### src/rtl/serial_subtractor.sv
// serial_subtractor
// Bit-serial subtractor computing diff = a - b - borrow_in (mod 2^WIDTH),
// one bit per clock, LSB first, using one full-subtractor cell and a
// registered borrow. One operation is in flight at a time.
//
// Ports:
//   clk        - clock, rising-edge active
//   rst_n      - asynchronous active-low reset
//   in_valid   - operand request
//   in_ready   - high only while idle (operands can be accepted)
//   a, b       - minuend / subtrahend, sampled on input handshake
//   borrow_in  - initial borrow, sampled on input handshake
//   out_valid  - high only while a result is being offered
//   out_ready  - downstream accepts the result
//   diff       - a - b - borrow_in modulo 2^WIDTH
//   borrow_out - unsigned borrow (a < b + borrow_in)
//   overflow   - two's-complement overflow of the signed subtraction
module serial_subtractor #(
    parameter int WIDTH = 8
) (
    input  logic             clk,
    input  logic             rst_n,
    input  logic             in_valid,
    output logic             in_ready,
    input  logic [WIDTH-1:0] a,
    input  logic [WIDTH-1:0] b,
    input  logic             borrow_in,
    output logic             out_valid,
    input  logic             out_ready,
    output logic [WIDTH-1:0] diff,
    output logic             borrow_out,
    output logic             overflow
);

    localparam int CW = (WIDTH > 1) ? $clog2(WIDTH) : 1;
    localparam logic [CW-1:0] LAST_BIT = CW'(WIDTH - 1);

    typedef enum logic [1:0] {
        IDLE = 2'd0,
        RUN  = 2'd1,
        DONE = 2'd2
    } state_t;

    state_t           state_r;
    state_t           state_s;
    logic [WIDTH-1:0] a_sh_r;
    logic [WIDTH-1:0] b_sh_r;
    logic [WIDTH-1:0] diff_sh_r;
    logic             br_r;
    logic [CW-1:0]    cnt_r;
    logic             a_msb_r;
    logic             b_msb_r;
    logic [WIDTH-1:0] diff_r;
    logic             borrow_out_r;
    logic             overflow_r;

    logic [1:0]       cell_s;
    logic [WIDTH:0]   shift_s;
    logic [WIDTH-1:0] diff_next_s;
    logic             last_bit_s;

    // 1-bit full subtractor: returns {borrow_next, difference_bit}
    function automatic logic [1:0] fsub_cell(input logic x, input logic y, input logic bin);
        logic d;
        logic bo;
        d  = x ^ y ^ bin;
        bo = (~x & y) | (~(x ^ y) & bin);
        return {bo, d};
    endfunction

    // Subtractor cell and next-state decode
    always_comb begin
        cell_s      = fsub_cell(a_sh_r[0], b_sh_r[0], br_r);
        // New difference bit enters at the MSB end; the working register
        // holds the completed result after the final RUN cycle.
        shift_s     = {cell_s[0], diff_sh_r};
        diff_next_s = shift_s[WIDTH:1];
        last_bit_s  = (cnt_r == LAST_BIT);
        state_s     = state_r;
        case (state_r)
            IDLE: begin
                if (in_valid) begin
                    state_s = RUN;
                end else begin
                    state_s = IDLE;
                end
            end
            RUN: begin
                if (last_bit_s) begin
                    state_s = DONE;
                end else begin
                    state_s = RUN;
                end
            end
            DONE: begin
                if (out_ready) begin
                    state_s = IDLE;
                end else begin
                    state_s = DONE;
                end
            end
            default: state_s = IDLE;
        endcase
    end

    // State register
    always_ff @(posedge clk or negedge rst_n) begin
        if (!rst_n) begin
            state_r <= IDLE;
        end else begin
            state_r <= state_s;
        end
    end

    // Operand capture, serial datapath and held result registers
    always_ff @(posedge clk or negedge rst_n) begin
        if (!rst_n) begin
            a_sh_r       <= '0;
            b_sh_r       <= '0;
            diff_sh_r    <= '0;
            br_r         <= 1'b0;
            cnt_r        <= '0;
            a_msb_r      <= 1'b0;
            b_msb_r      <= 1'b0;
            diff_r       <= '0;
            borrow_out_r <= 1'b0;
            overflow_r   <= 1'b0;
        end else begin
            case (state_r)
                IDLE: begin
                    if (in_valid) begin
                        a_sh_r    <= a;
                        b_sh_r    <= b;
                        diff_sh_r <= '0;
                        br_r      <= borrow_in;
                        cnt_r     <= '0;
                        a_msb_r   <= a[WIDTH-1];
                        b_msb_r   <= b[WIDTH-1];
                    end
                end
                RUN: begin
                    a_sh_r    <= a_sh_r >> 1;
                    b_sh_r    <= b_sh_r >> 1;
                    br_r      <= cell_s[1];
                    diff_sh_r <= diff_next_s;
                    if (last_bit_s) begin
                        // Publish the result only when complete so the held
                        // outputs never show a partially shifted value.
                        diff_r       <= diff_next_s;
                        borrow_out_r <= cell_s[1];
                        overflow_r   <= (a_msb_r ^ b_msb_r) & (diff_next_s[WIDTH-1] ^ a_msb_r);
                    end else begin
                        cnt_r <= cnt_r + CW'(1);
                    end
                end
                DONE: begin
                    br_r <= br_r;
                end
                default: begin
                    cnt_r <= '0;
                end
            endcase
        end
    end

    assign in_ready   = (state_r == IDLE);
    assign out_valid  = (state_r == DONE);
    assign diff       = diff_r;
    assign borrow_out = borrow_out_r;
    assign overflow   = overflow_r;

endmodule

### config.mk
export PLATFORM = sky130hd
export DESIGN_NAME = serial_subtractor
export DESIGN_NICKNAME = d
export VERILOG_FILES = /design/src/rtl/serial_subtractor.sv
export SDC_FILE = /design/constraint.sdc
export NUM_CORES = 1
export LEC_CHECK = 0
export BUFFER_PORTS_ARGS = -buffer_cell sky130_fd_sc_hd__buf_2
export CAP_MARGIN = 20
export CORE_MARGIN = 2
export CORE_UTILIZATION = 39
export CTS_BUF_LIST = sky130_fd_sc_hd__clkbuf_4
export DETAILED_ROUTE_END_ITERATION = 16
export PLACE_DENSITY = 0.6
export SLEW_MARGIN = 20
export SYNTH_ARGS = -nofsm -noshare
export SYNTH_HDL_FRONTEND = slang
export SYNTH_SLANG_ARGS = --single-unit
### constraint.sdc
create_clock -name clk -period 1.65 [get_ports clk]
set_clock_uncertainty 0.15 [all_clocks]
set_input_delay 0.2475 -clock clk [delete_from_list [all_inputs] [get_ports clk]]
set_output_delay 0.2475 -clock clk [all_outputs]
set_load 0.05 [all_outputs]
==> flow_summary_export.csv <==
group,metric,value,unit
outcome,status,"complete, no violations",
critical_path,critPathRequiredTime,1.25,ns
critical_path,rrSetupSlack,0.04,ns
critical_path,endpoint_kind,"output port",
clock_network,cts_made_buffers,5,
finish,mostFrequentLayoutCells,"dfrtp_1, buf_2, nand2_1",
power_and_ir_drop,p_per_area,1928,nW/um^2
placed_design,postPlaceCellArea,2095,sq um
logic_synthesis,yosysSeqAreaShare,55.52,%
critical_path,worstSetupPathType,"reg -> out",
placed_design,place_inst,237,
placed_design,hpwl,2603,microns
worst_hold_path,hold_path_startpoint,"a[7]",
logic_synthesis,netlist_area,1848,sq um
floorplanning,fp.dieW,72.84,microns
critical_path,crit_cells,4,
critical_path,path_max_fanout,3,
floorplanning,core,4629,sq um
drt,routed_via_density,5.032,
worst_hold_path,min_path_type,"in -> reg",
critical_path,cp-start-kind,"flop",
clock_network,clk_latency,0.35,ns
placed_design,port_buffers,32,
clock_network,clk_path_buf_depth,2,
sta,period_needed,1.607,ns
sta,worstMarginPinSlew,0.4060,ns
global_route,grt_max_degree,26,
power_and_ir_drop,peakVddDrop,0.7212,mV
worst_hold_path,min_path_cells,2,
floorplanning,pin_count,33,
finish,antennaDiodeCount,0,
finish,nNetsFinal,222,
global_route,gr-total-overflow,0,
drt,dr_wl_met3,122,microns
drt,num_vias,1273,
drt,drc,0,
sta,setup_ws,0.04252,ns
logic_synthesis,ys_ff_latch,41,
critical_path,path_buf_inv,3,
finish,fin_cells,253,
sta,fin_crit_sh,97.42,%
finish,syn_to_final_growth,21.60,%
sta,max_freq,622.1,MHz
power_and_ir_drop,p_leak,1.093,nW
global_route,grt_util_all_layers,15.07,%
drt,wl_met1,1645,microns
global_route,grt_pass1_vias,1312,
sta,maxSlewViolCount,0,
drt,wire_per_inst,14.17,microns
critical_path,crit_chain,"buf_6 > nand2b_4 > inv_2 > buf_8",
sta,whs,0.01667,ns
logic_synthesis,netlist_instances,151,
logic_synthesis,avgSynthCellArea,12.24,sq um
sta,rsz0062_at_grt,"true",
drt,first_pass_iters,4,
critical_path,worstRegToRegCells,4,
drt,drt-total-wl,3585,microns
sta,finalHoldViolations,0,
floorplanning,row_count,25,
finish,postLayoutCellArea,2247,sq um
clock_network,cts_tree,"built",
clock_network,cts.sinks,41,
logic_synthesis,synth.distinct_cells,26,
critical_path,slowest_delay,0.42,ns
finish,layout_commonest_cell,"dfrtp_1",
worst_hold_path,whs_endpoint,"a_msb_r",
clock_network,clockRootBuffer,"clkbuf_4",
drt,highest_layer,"met4",
placed_design,gp_congestion,0.7798,
sta,setup_violations,0,
finish,post_route_cells_drive_above_1_share,36.18,%
critical_path,cp.arrival,1.21,ns
power_and_ir_drop,power.total,4.332,mW
logic_synthesis,yosysWarnings,0,
critical_path,reg2reg_from,"cnt_r[0]",
drt,first_iter_violations,54,
floorplanning,die_h,72.84,microns
floorplanning,dieArea,5305,sq um
drt,dr_wl_met2,1752,microns
global_route,grt_pass1_wl,6037,microns
critical_path,timing.rr.end,"diff[2]",
floorplanning,start_util,39.92,%
placed_design,pre_cts_ws,0.04825,ns
critical_path,critPathTopFamily,"flip-flops",
global_route,antenna_found_initial,0,
sta,relSlewSlack,72.93,%
job,cap_viol_max_count,0,
drt,ant_nets,0,
clock_network,htree_levels,2,
logic_synthesis,syn_nets,175,
clock_network,path_clk_slew,0.12,ns
critical_path,slowest_stage,"dfrtp_1",
-- metrics by stage --
| step | util [%] | TNS (ns) |
|---|---|---|
| after global placement | 45.24 | 0 |
| after floorplan | - | 0 |
| after detailed placement | 45.24 | 0 |
| final | 48.54 | 0 |
| after CTS | 47.76 | 0 |
| after global routing | 48.54 | -0.04580 |
-- area by class of cell --
class                   count  area [sq um]
fillers                   429          2382
flip-flops and latches     41          1027
multi-input cells          96         758.2
repair buffers             50         329.1
well taps                  54         67.56
clock buffers               5         37.54
inverters                   4         15.01
clock inverters             3         12.51
-- routing by layer --
metal  vias up  track usage [%]
li1        620                -
met1       626            19.14
met4         0            5.556
met3         6            4.144
met2        21            24.65
met5         -                0
-- state kept, by name, indices dropped and copies added (netlist names) --
| name | cells |
|---|---|
| b_sh_r | 8 |
| state_r | 2 |
| a_msb_r | 1 |
| diff | 8 |
| borrow_out | 1 |
| diff_sh_r | 7 |
| b_msb_r | 1 |
| br_r | 1 |
| cnt_r | 3 |
| overflow | 1 |
| a_sh_r | 8 |
-- worst max path at each step --
stage / start / to / slack, ns
2_1_floorplan: cnt_r[0] / diff[3] / 0.02
3_3_place_gp: a_sh_r[0] / overflow / 0.08
3_5_place_dp: cnt_r[0] / diff[1] / 0.05
4_1_cts: state_r[0] / out_valid / 0.009
5_1_grt: state_r[0] / out_valid / -0.04
6_report: state_r[0] / out_valid / 0.04
-- Yosys cell counts (all sizes together) --
master / number / area share (%)
o21bai: 1 / 0.61
and3b: 1 / 0.47
nor2b: 4 / 1.5
fa: 1 / 1.1
mux2: 10 / 7.1
a21oi: 4 / 1.1
or3b: 1 / 0.47
nand3b: 1 / 1.1
o21ai: 18 / 4.9
ha: 2 / 1.4
mux2i: 17 / 9.2
xnor2: 1 / 0.47
a22o: 9 / 4.3
nand2b: 2 / 0.68
o2bb2ai: 2 / 0.95
inv: 4 / 0.81
nand2: 18 / 3.7
nor2: 4 / 0.81
buf: 10 / 4.0
dfrtp: 41 / 56
-- cell families (layout without fill, tap and decap cells) --
group / Yosys count / after routing / synth area share [%]
adders and majority gates: 3 / 3 / 2.437
and+or+nand+nor: 31 / 31 / 8.666
AOI/OAI and AO/OA: 34 / 34 / 11.78
muxes: 27 / 27 / 16.32
buffers and inverters: 14 / 62 / 4.806
DFF: 41 / 41 / 55.52
xor gates and xnor gates: 1 / 1 / 0.4740
-- worst register-to-register path, delay by kind of cell (launching register included) --
family                     cells  cell delay [ns]
adders and majority gates      2             0.37
muxes                          1             0.36
DFF                            1             0.44
and+or+nand+nor                1             0.19
-- power breakdown --
part	internal [mW]	switching (mW)	leakage [nW]	total, mW
clock network	0.155	0.322	0.0300	0.477
registers	1.45	0.280	0.517	1.73
logic	0.945	1.18	0.546	2.13
-- repair_timing --
item,CTS,global route
buffers inserted,2,3
hold endpoints to repair,35,0
pin swaps,0,2
hold buffers,3,0
gates resized for setup,6,6
cloned,0,0
endpoints found under the setup margin,2,19
(Power assumes the default switching activity.)
